==> src/rtl/uart_sched_pkg.sv <==
// Shared types and constants for the UART transmit scheduler.
package uart_sched_pkg;

  localparam int unsigned UART_BYTE_W = 8;

  typedef enum logic [1:0] {
    IDLE  = 2'd0,
    LOAD  = 2'd1,
    START = 2'd2,
    WAIT  = 2'd3
  } tx_state_e;

endpackage

==> src/rtl/uart_tx_fifo.sv <==
// Circular byte FIFO feeding the UART transmit scheduler.
module uart_tx_fifo
  import uart_sched_pkg::*;
#(
  parameter int unsigned DEPTH = 8,
  parameter int unsigned AW    = $clog2(DEPTH)
) (
  input  logic                   clk,
  input  logic                   reset,
  input  logic                   push,
  input  logic                   pop,
  input  logic                   flush,
  input  logic [UART_BYTE_W-1:0] wdata,
  output logic [UART_BYTE_W-1:0] rdata,
  output logic [AW:0]            count,
  output logic                   full,
  output logic                   empty
);

  logic [UART_BYTE_W-1:0] mem_q [DEPTH];
  logic [AW-1:0]          wr_ptr_q, wr_ptr_d;
  logic [AW-1:0]          rd_ptr_q, rd_ptr_d;
  logic [AW:0]            count_q, count_d;
  logic                   do_push, do_pop;

  assign full    = (count_q == (AW+1)'(DEPTH));
  assign empty   = (count_q == '0);
  assign do_pop  = pop & ~flush & ~empty;
  // A full FIFO still accepts a push when the head leaves in the same cycle.
  assign do_push = push & ~flush & (~full | do_pop);
  assign rdata   = mem_q[rd_ptr_q];
  assign count   = count_q;

  always_comb begin
    wr_ptr_d = wr_ptr_q;
    rd_ptr_d = rd_ptr_q;
    count_d  = count_q;
    if (flush) begin
      wr_ptr_d = '0;
      rd_ptr_d = '0;
      count_d  = '0;
    end else begin
      if (do_push) wr_ptr_d = wr_ptr_q + AW'(1);
      if (do_pop)  rd_ptr_d = rd_ptr_q + AW'(1);
      unique case ({do_push, do_pop})
        2'b10:   count_d = count_q + (AW+1)'(1);
        2'b01:   count_d = count_q - (AW+1)'(1);
        default: count_d = count_q;
      endcase
    end
  end

  always_ff @(posedge clk or negedge reset) begin
    if (!reset) begin
      wr_ptr_q <= '0;
      rd_ptr_q <= '0;
      count_q  <= '0;
    end else begin
      wr_ptr_q <= wr_ptr_d;
      rd_ptr_q <= rd_ptr_d;
      count_q  <= count_d;
    end
  end

  always_ff @(posedge clk) begin
    if (do_push) mem_q[wr_ptr_q] <= wdata;
  end

endmodule

==> src/rtl/uart_tx_sched.sv <==
// Schedules store bytes from the LSU into the UART one frame at a time,
// stalling the pipeline when the transmit FIFO would overflow.
module uart_tx_sched
  import uart_sched_pkg::*;
#(
  parameter int unsigned DEPTH = 8,
  parameter int unsigned AW    = $clog2(DEPTH)
) (
  input  logic                   clk,
  input  logic                   reset,
  input  logic                   st_valid,
  input  logic [UART_BYTE_W-1:0] st_data,
  input  logic                   flush,
  input  logic                   tx_done,
  output logic                   stall,
  output logic                   byte_ready,
  output logic                   t_byte,
  output logic [UART_BYTE_W-1:0] data_in,
  output logic [AW:0]            count,
  output logic                   busy
);

  tx_state_e              state_q, state_d;
  logic [UART_BYTE_W-1:0] data_in_q, data_in_d;
  logic [UART_BYTE_W-1:0] fifo_rdata;
  logic                   fifo_full, fifo_empty;
  logic                   push, pop, avail;

  uart_tx_fifo #(
    .DEPTH(DEPTH),
    .AW   (AW)
  ) u_fifo (
    .clk  (clk),
    .reset(reset),
    .push (push),
    .pop  (pop),
    .flush(flush),
    .wdata(st_data),
    .rdata(fifo_rdata),
    .count(count),
    .full (fifo_full),
    .empty(fifo_empty)
  );

  // The head is consumed on the LOAD->START edge; a flush in LOAD cancels it.
  assign pop   = (state_q == LOAD) & ~flush;
  assign stall = st_valid & fifo_full & ~pop;
  assign push  = st_valid & ~stall;
  // A byte being flushed this cycle must not start a new frame.
  assign avail = ~fifo_empty & ~flush;

  always_comb begin
    state_d   = state_q;
    data_in_d = data_in_q;
    unique case (state_q)
      IDLE: begin
        if (avail) begin
          state_d   = LOAD;
          data_in_d = fifo_rdata;
        end
      end
      LOAD:  state_d = START;
      START: state_d = WAIT;
      WAIT: begin
        if (tx_done) begin
          if (avail) begin
            state_d   = LOAD;
            data_in_d = fifo_rdata;
          end else begin
            state_d = IDLE;
          end
        end
      end
      default: state_d = IDLE;
    endcase
  end

  always_ff @(posedge clk or negedge reset) begin
    if (!reset) begin
      state_q   <= IDLE;
      data_in_q <= '0;
    end else begin
      state_q   <= state_d;
      data_in_q <= data_in_d;
    end
  end

  assign byte_ready = (state_q == LOAD);
  assign t_byte     = (state_q == START);
  assign data_in    = data_in_q;
  assign busy       = (state_q != IDLE) | ~fifo_empty;

endmodule

==> config.mk <==
export PLATFORM = sky130hd
export DESIGN_NAME = uart_tx_sched
export DESIGN_NICKNAME = d
export VERILOG_FILES = /design/src/rtl/uart_sched_pkg.sv /design/src/rtl/uart_tx_fifo.sv /design/src/rtl/uart_tx_sched.sv
export SDC_FILE = /design/constraint.sdc
export NUM_CORES = 1
export LEC_CHECK = 0
export ABC_AREA = 0
export BUFFER_PORTS_ARGS = -buffer_cell sky130_fd_sc_hd__buf_2
export CAP_MARGIN = 20
export CORE_ASPECT_RATIO = 1.5
export CORE_MARGIN = 5
export CORE_UTILIZATION = 30
export CTS_CLUSTER_SIZE = 24
export DETAILED_ROUTE_END_ITERATION = 8
export GPL_TIMING_DRIVEN = 0
export SYNTH_ARGS = -nofsm -noshare
export SYNTH_HDL_FRONTEND = slang
export SYNTH_SLANG_ARGS = --single-unit
==> constraint.sdc <==
create_clock -name clk -period 2.9 [get_ports clk]
set_input_delay 0.145 -clock clk [delete_from_list [all_inputs] [get_ports clk]]
set_output_delay 0.145 -clock clk [all_outputs]
set_load 0.01 [all_outputs]
Yosys cells after proc, flatten, opt, wreduce, memory -nomap -nowiden
Memory sizes are Yosys's and may differ from the RTL's.
Index checks and enable logic that the tools add are counted.

storage, ports and cells
  bits in registers = 20
  bits in writable memories = 64
  input bits = 13
  output and inout bits = 16
  memories = 1

memories
  memory        depth  width  rd ports  clocked after Yosys merged registers in  write ports  line                text
  u_fifo.mem_q  8      8      1         0                                        1            uart_tx_fifo.sv:20  logic [UART_BYTE_W-1:0] mem_q [DEPTH];

operators by class
  add/sub/neg operators = 4
  eq/ne operators = 8
  multiplexer cells = 15
  bitwise logic cells = 16
  reductions and logical operators = 9

operator list
  kind                   count
  $mux W8                2
  $pmux W8 S2            1
  $mux W3                4
  $and A1 B1 Y1          9
  $pmux W2 S4            1
  $pmux W4 S2            1
  $reduce_bool A2 Y1     4
  $add A3 B1 Y3 const B  2
  $eq A2 B2 Y1 const B   3
  $not A1 Y1             5
  $add A4 B1 Y4 const B  1
  $eq A2 B1 Y1 const B   2
  $eq A4 B4 Y1 const B   1
  $logic_not A4 Y1       1
  $mux W2                2
  $mux W4                1
  $ne A2 B2 Y1 const B   2
  $reduce_and A2 Y1      2
  $sub A4 B1 Y4 const B  1
  $mux W1                3
  $reduce_bool A3 Y1     1
  $logic_not A2 Y1       1
  $or A1 B1 Y1           2

Logic depth before layout (Yosys ltp)
  depth after elaboration = 11
  depth in mapped cells = 10

Hierarchy
A second synthesis with hierarchy kept.

second synthesis, totals
  cells, all modules = 216
  area total of the unflattened synthesis = 3654.8 µm²

modules (own cells, without submodules)
  module         times used  cells each  area an instance (µm²)
  uart_tx_fifo   1           175         3125.5
  uart_tx_sched  1           41          529.3

Worst setup path before layout
OpenSTA, ideal clock, no wires.

  path kind = register -> register
  start point = reg state_q[1]
  end point = reg u_fifo.count_q[3], in the netlist u_fifo.count[3]
  library setup time = 0.120 ns
  arrival = 2.322 ns
  data required time = 2.780 ns
  slack = 0.459 ns
  stages on the path, launching flop included = 11
  path buffers = 1
  cell sequence = dfrtp_1 inv_1 ha_1 buf_2 or3b_2 nor2_1 ha_1 nand2_1 o22a_1 o221ai_1 a31o_1

on the way
  cells in the longest elaborated chain, start to end = 11

RTL lines
  what                                                 line                 text
  start, declared                                      uart_tx_sched.sv:23  tx_state_e state_q, state_d;
  start signal, assigned                               uart_tx_sched.sv:83  state_q <= state_d;
  $eq A2 B1 Y1 *                                       --
  net byte_ready                                       uart_tx_sched.sv:16  output logic byte_ready,
  $and A1 B1 Y1 *                                      uart_tx_sched.sv:46  assign pop = (state_q == LOAD) & ~flush;
  $not A1 Y1                                           uart_tx_sched.sv:47  assign stall = st_valid & fifo_full & ~pop;
  $and A1 B1 Y1                                        uart_tx_sched.sv:47
  $not A1 Y1                                           uart_tx_sched.sv:48  assign push = st_valid & ~stall;
  $and A1 B1 Y1                                        uart_tx_sched.sv:48
  $and A1 B1 Y1 (2 in series)                          uart_tx_fifo.sv:30   assign do_push = push & ~flush & (~full | do_pop);
  $eq A2 B1 Y1 / $eq A2 B2 Y1 (equally long branches)  uart_tx_fifo.sv:45   unique case ({do_push, do_pop})
  $pmux W4 S2                                          uart_tx_fifo.sv:45
  $mux W4                                              uart_tx_fifo.sv:38   if (flush) begin
  end signal, assigned                                 uart_tx_fifo.sv:61   count_q <= count_d;
  end, declared                                        uart_tx_fifo.sv:23   logic [AW:0] count_q, count_d;

The timed path passes the listed nets; every way through them passes the cells marked *.
A chain may end at the register's enable or synchronous reset.

Final worst setup path
  start point = reg state_q[1]
  end point = reg u_fifo.count_q[3], in the netlist u_fifo.count[3]

on the way
  cells in the longest elaborated chain, start to end = 11

RTL lines
  what                                                 line
  $eq A2 B1 Y1 *                                       uart_tx_sched.sv:46
  $and A1 B1 Y1 *                                      uart_tx_sched.sv:46
  $not A1 Y1                                           uart_tx_sched.sv:47
  $and A1 B1 Y1                                        uart_tx_sched.sv:47
  $not A1 Y1                                           uart_tx_sched.sv:48
  $and A1 B1 Y1                                        uart_tx_sched.sv:48
  $and A1 B1 Y1 (2 in series)                          uart_tx_fifo.sv:30
  $eq A2 B1 Y1 / $eq A2 B2 Y1 (equally long branches)  uart_tx_fifo.sv:45
  $pmux W4 S2                                          uart_tx_fifo.sv:45
  $mux W4                                              uart_tx_fifo.sv:38

Every way passes the cells marked *; elsewhere a longest branch is shown, timed or not.

==> out/qor.txt <==
Die W - 100 um
WS Path Type - register to register
Synth Instances - 226
# rows - 49
Boundary Pins - 29
Main synth FF type - edfxtp_1
Final Util - 35.8%
total core area - 0.0120 mm^2
FF+latch count, synth - 84
Yosys warnings - 0
total of max-cap violations - 0
delay-heaviest family, CP - simple AND/OR/NAND/NOR gates
FF-to-FF Start - state_q[1]$_DFFE_PN0P_
EDFF count, synth - 64
Metal-1 WL - 2910 um
drt total wl - 7180 um
CTS buffer count - 9
Critical Path RT - 3.12 ns
global-route wire length before repair - 11700 um
Synth top area share - 52.6%
dpl hpwl - 4970 um
clock latency on the worst-skew pair - 0.33 ns
drt first-iter violations - 85
Clock Skew - 0.00668 ns
Hold/Removal Path Class - primary input to register
CP max stage cell - or3b_2
Final Max Slew Viols - 0
sw power - 1060 uW
met3 wire length - 255 um
Worst R2R Path Depth - 10
Final Hold Fails - 0
clk sinks - 84
Final min period - 2.66 ns
RSZ-0062 raised after global routing - no
Max VDD drop - 0.000318 V
post_cts resized - 0
TritonCTS clock tree - done
count leader, synth - edfxtp_1
worst hold path depth - 1
top post-synthesis cells by area - edfxtp_1, dfrtp_1, mux4_2
Clk network pwr share - 29.9%
Multi-input gate area - 0.00115 mm^2
Fmax achieved - 376 MHz
clock buffer depth - 2
initial antenna violation count - 0
grt ovf - 0
CP bufs+invs - 2
Initial Utilization - 30.5%
Seq/Total Area, Yosys - 66.3%
final-stage net count - 287
I/O Buffers - 27
top post-synthesis cells by count - edfxtp_1, nor2_1, dfrtp_1
Mapped Area - 0.00365 mm^2
status - completed
min-delay src - st_data[7]
met2 WL post-DR - 3930 um
share of total power in sequential cells - 42.6%
Internal Power - 2440 uW
Sw Ratio - 30.3%
Routed wire per std cell - 16.9 um
Final Cycle Share - 91.6%
largest net degree at the start of global routing - 21
dpl cells - 406
full die area - 0.0145 mm^2
Finish-stage setup viols - 0
DRT Pass-1 Iters - 4
Root Buffer - clkbuf_16
combinational share of power - 27.6%
Total GRT Usage - 10.6%
vias - 1977
critical path launch point type - register
WP depth - 10
Filler cells - 1175
Slew HR - 41.3%
final std cells w/o fill - 424
Syn-to-layout area delta - 17.1%
Largest stage delay, worst path - 0.47 ns
Die Ht - 145 um
worst-path maximum fanout - 10
ys async rst share - 23.8%
top layer in use - met4
worst hold endpoint - u_fifo.mem_q[6][7]$_DFFE_PP_
syn_area_per_cell - 16.2 um^2
syn nets - 248
crit-path cells - inv_1, ha_1, buf_2, or3b_2, nor2_1, ha_1, nand2_1, o22a_1, o221ai_1, a31o_1
via density per instance - 4.66
# DRC - 0
setup bufs post-CTS - 0
r2r setup slk - 0.24 ns
Power Dens Cells - 818 mW/mm^2
via count of the first global-routing pass - 2118
RR Endpoint - u_fifo.count[3]$_DFFE_PN0P_
routability cong. - 0.749
Pleak - 0.00151 uW
cell taking the most area after synthesis - edfxtp_1
Worst setup EP type - register
Worst path most repeated cell - ha_1
fraction of layout cells with a size suffix above 1 - 28.1%
antenna-violating nets left - 0
Worst Tran Pin Value - 0.878 ns
Critical Path AT - 2.88 ns
CTS clk-pin slew, worst paths - 0.06 ns
Storage cell area - 0.00242 mm^2
post-synthesis cell type count - 45
H-tree depth - 3
-- how the worst max path moves through the flow --
| stage | startpoint | to |
|---|---|---|
| 2_1_floorplan | state_q[1]$_DFFE_PN0P_ | u_fifo.count[3]$_DFFE_PN0P_ |
| 3_3_place_gp | state_q[1]$_DFFE_PN0P_ | u_fifo.mem_q[0][7]$_DFFE_PP_ |
| 3_5_place_dp | state_q[1]$_DFFE_PN0P_ | u_fifo.count[3]$_DFFE_PN0P_ |
| 4_1_cts | state_q[1]$_DFFE_PN0P_ | u_fifo.count[3]$_DFFE_PN0P_ |
| 5_1_grt | state_q[1]$_DFFE_PN0P_ | u_fifo.count[3]$_DFFE_PN0P_ |
| 6_report | state_q[1]$_DFFE_PN0P_ | u_fifo.count[3]$_DFFE_PN0P_ |
-- layer usage --
| layer | track usage [%] | vias to the layer above |
|---|---|---|
| met1 | 12.0 | 996 |
| li1 | - | 945 |
| met3 | 2.79 | 4 |
| met4 | 4.05 | 0 |
| met5 | 0 | - |
| met2 | 18.8 | 32 |
-- cells in the final DEF (no fill, tap or decap), drive strengths merged, types with 9 or more instances in the layout --
master	count
clkbuf	12
dfrtp	20
inv	9
a21oi	11
mux2i	11
nor2	24
mux4	16
edfxtp	64
ha	9
buf	35
-- area by class of cell --
cell class	instances	area share, %
Multi-Input combinational cell	124	26.9
Antenna cell	1	0.0585
Buffer	11	1.43
Tap cell	153	4.48
Clock buffer	9	5.27
Sequential cell	84	56.7
Inverter	7	0.615
Clock inverter	7	1.17
Timing Repair Buffer	28	3.39
-- worst register-to-register path: stages, from the launching register on --
cell and delay (ns):
dfrtp_1 0.43, inv_1 0.14, ha_1 0.19, buf_2 0.21, or3b_2 0.47, nor2_1 0.21, ha_1 0.35, nand2_1 0.10
o22a_1 0.13, o221ai_1 0.11, a31o_1 0.21
-- power by group through the flow --
stage / Sequential [uW] / Clock [uW] / Combinational, uW
CTS: 1490 / 1070 / 983
floorplan: 1540 / 0 / 672
global placement: 1510 / 0 / 948
finish: 1490 / 1040 / 963
global route: 1510 / 1120 / 1070
detailed placement: 1520 / 0 / 976
-- state kept, by name, indices dropped and copies added (netlist names) --
signal           flops
data_in              8
state_q              2
u_fifo.count         4
u_fifo.mem_q        64
u_fifo.rd_ptr_q      3
u_fifo.wr_ptr_q      3
-- cell families (layout without fill, tap and decap cells) --
group	after synthesis	in the layout	share of synthesized area (%)
buf+inv	18	62	2.40
other cells	0	1	0
xor+xnor	7	7	1.68
simple gates	50	50	7.37
flops	84	84	66.3
mux	28	28	13.2
compound gates	30	30	5.93
fa+ha+maj	9	9	3.08
-- through the flow --
step | cell area (um^2) | worst slack, ns | total power [uW] | hold slack (ns) | setup TNS [ns]
finish | 4280 | 0.243 | 3500 | 0.0855 | 0
detailed placement | 3990 | 0.226 | 2490 | 0.135 | 0
global route | 4270 | 0.0535 | 3700 | 0.101 | 0
CTS | 4270 | 0.219 | 3550 | 0.0765 | 0
global placement | 3980 | -0.107 | 2460 | 0.130 | -0.856
floorplan | 3650 | 0.459 | 2210 | -0.151 | 0
-- repair_timing --
item / 4_1_cts / 5_1_grt
hold endpoints to repair: 20 / 0
hold buffers: 1 / 0
setup endpoints to repair: 0 / 0
Power figures use the tool's default switching activity.
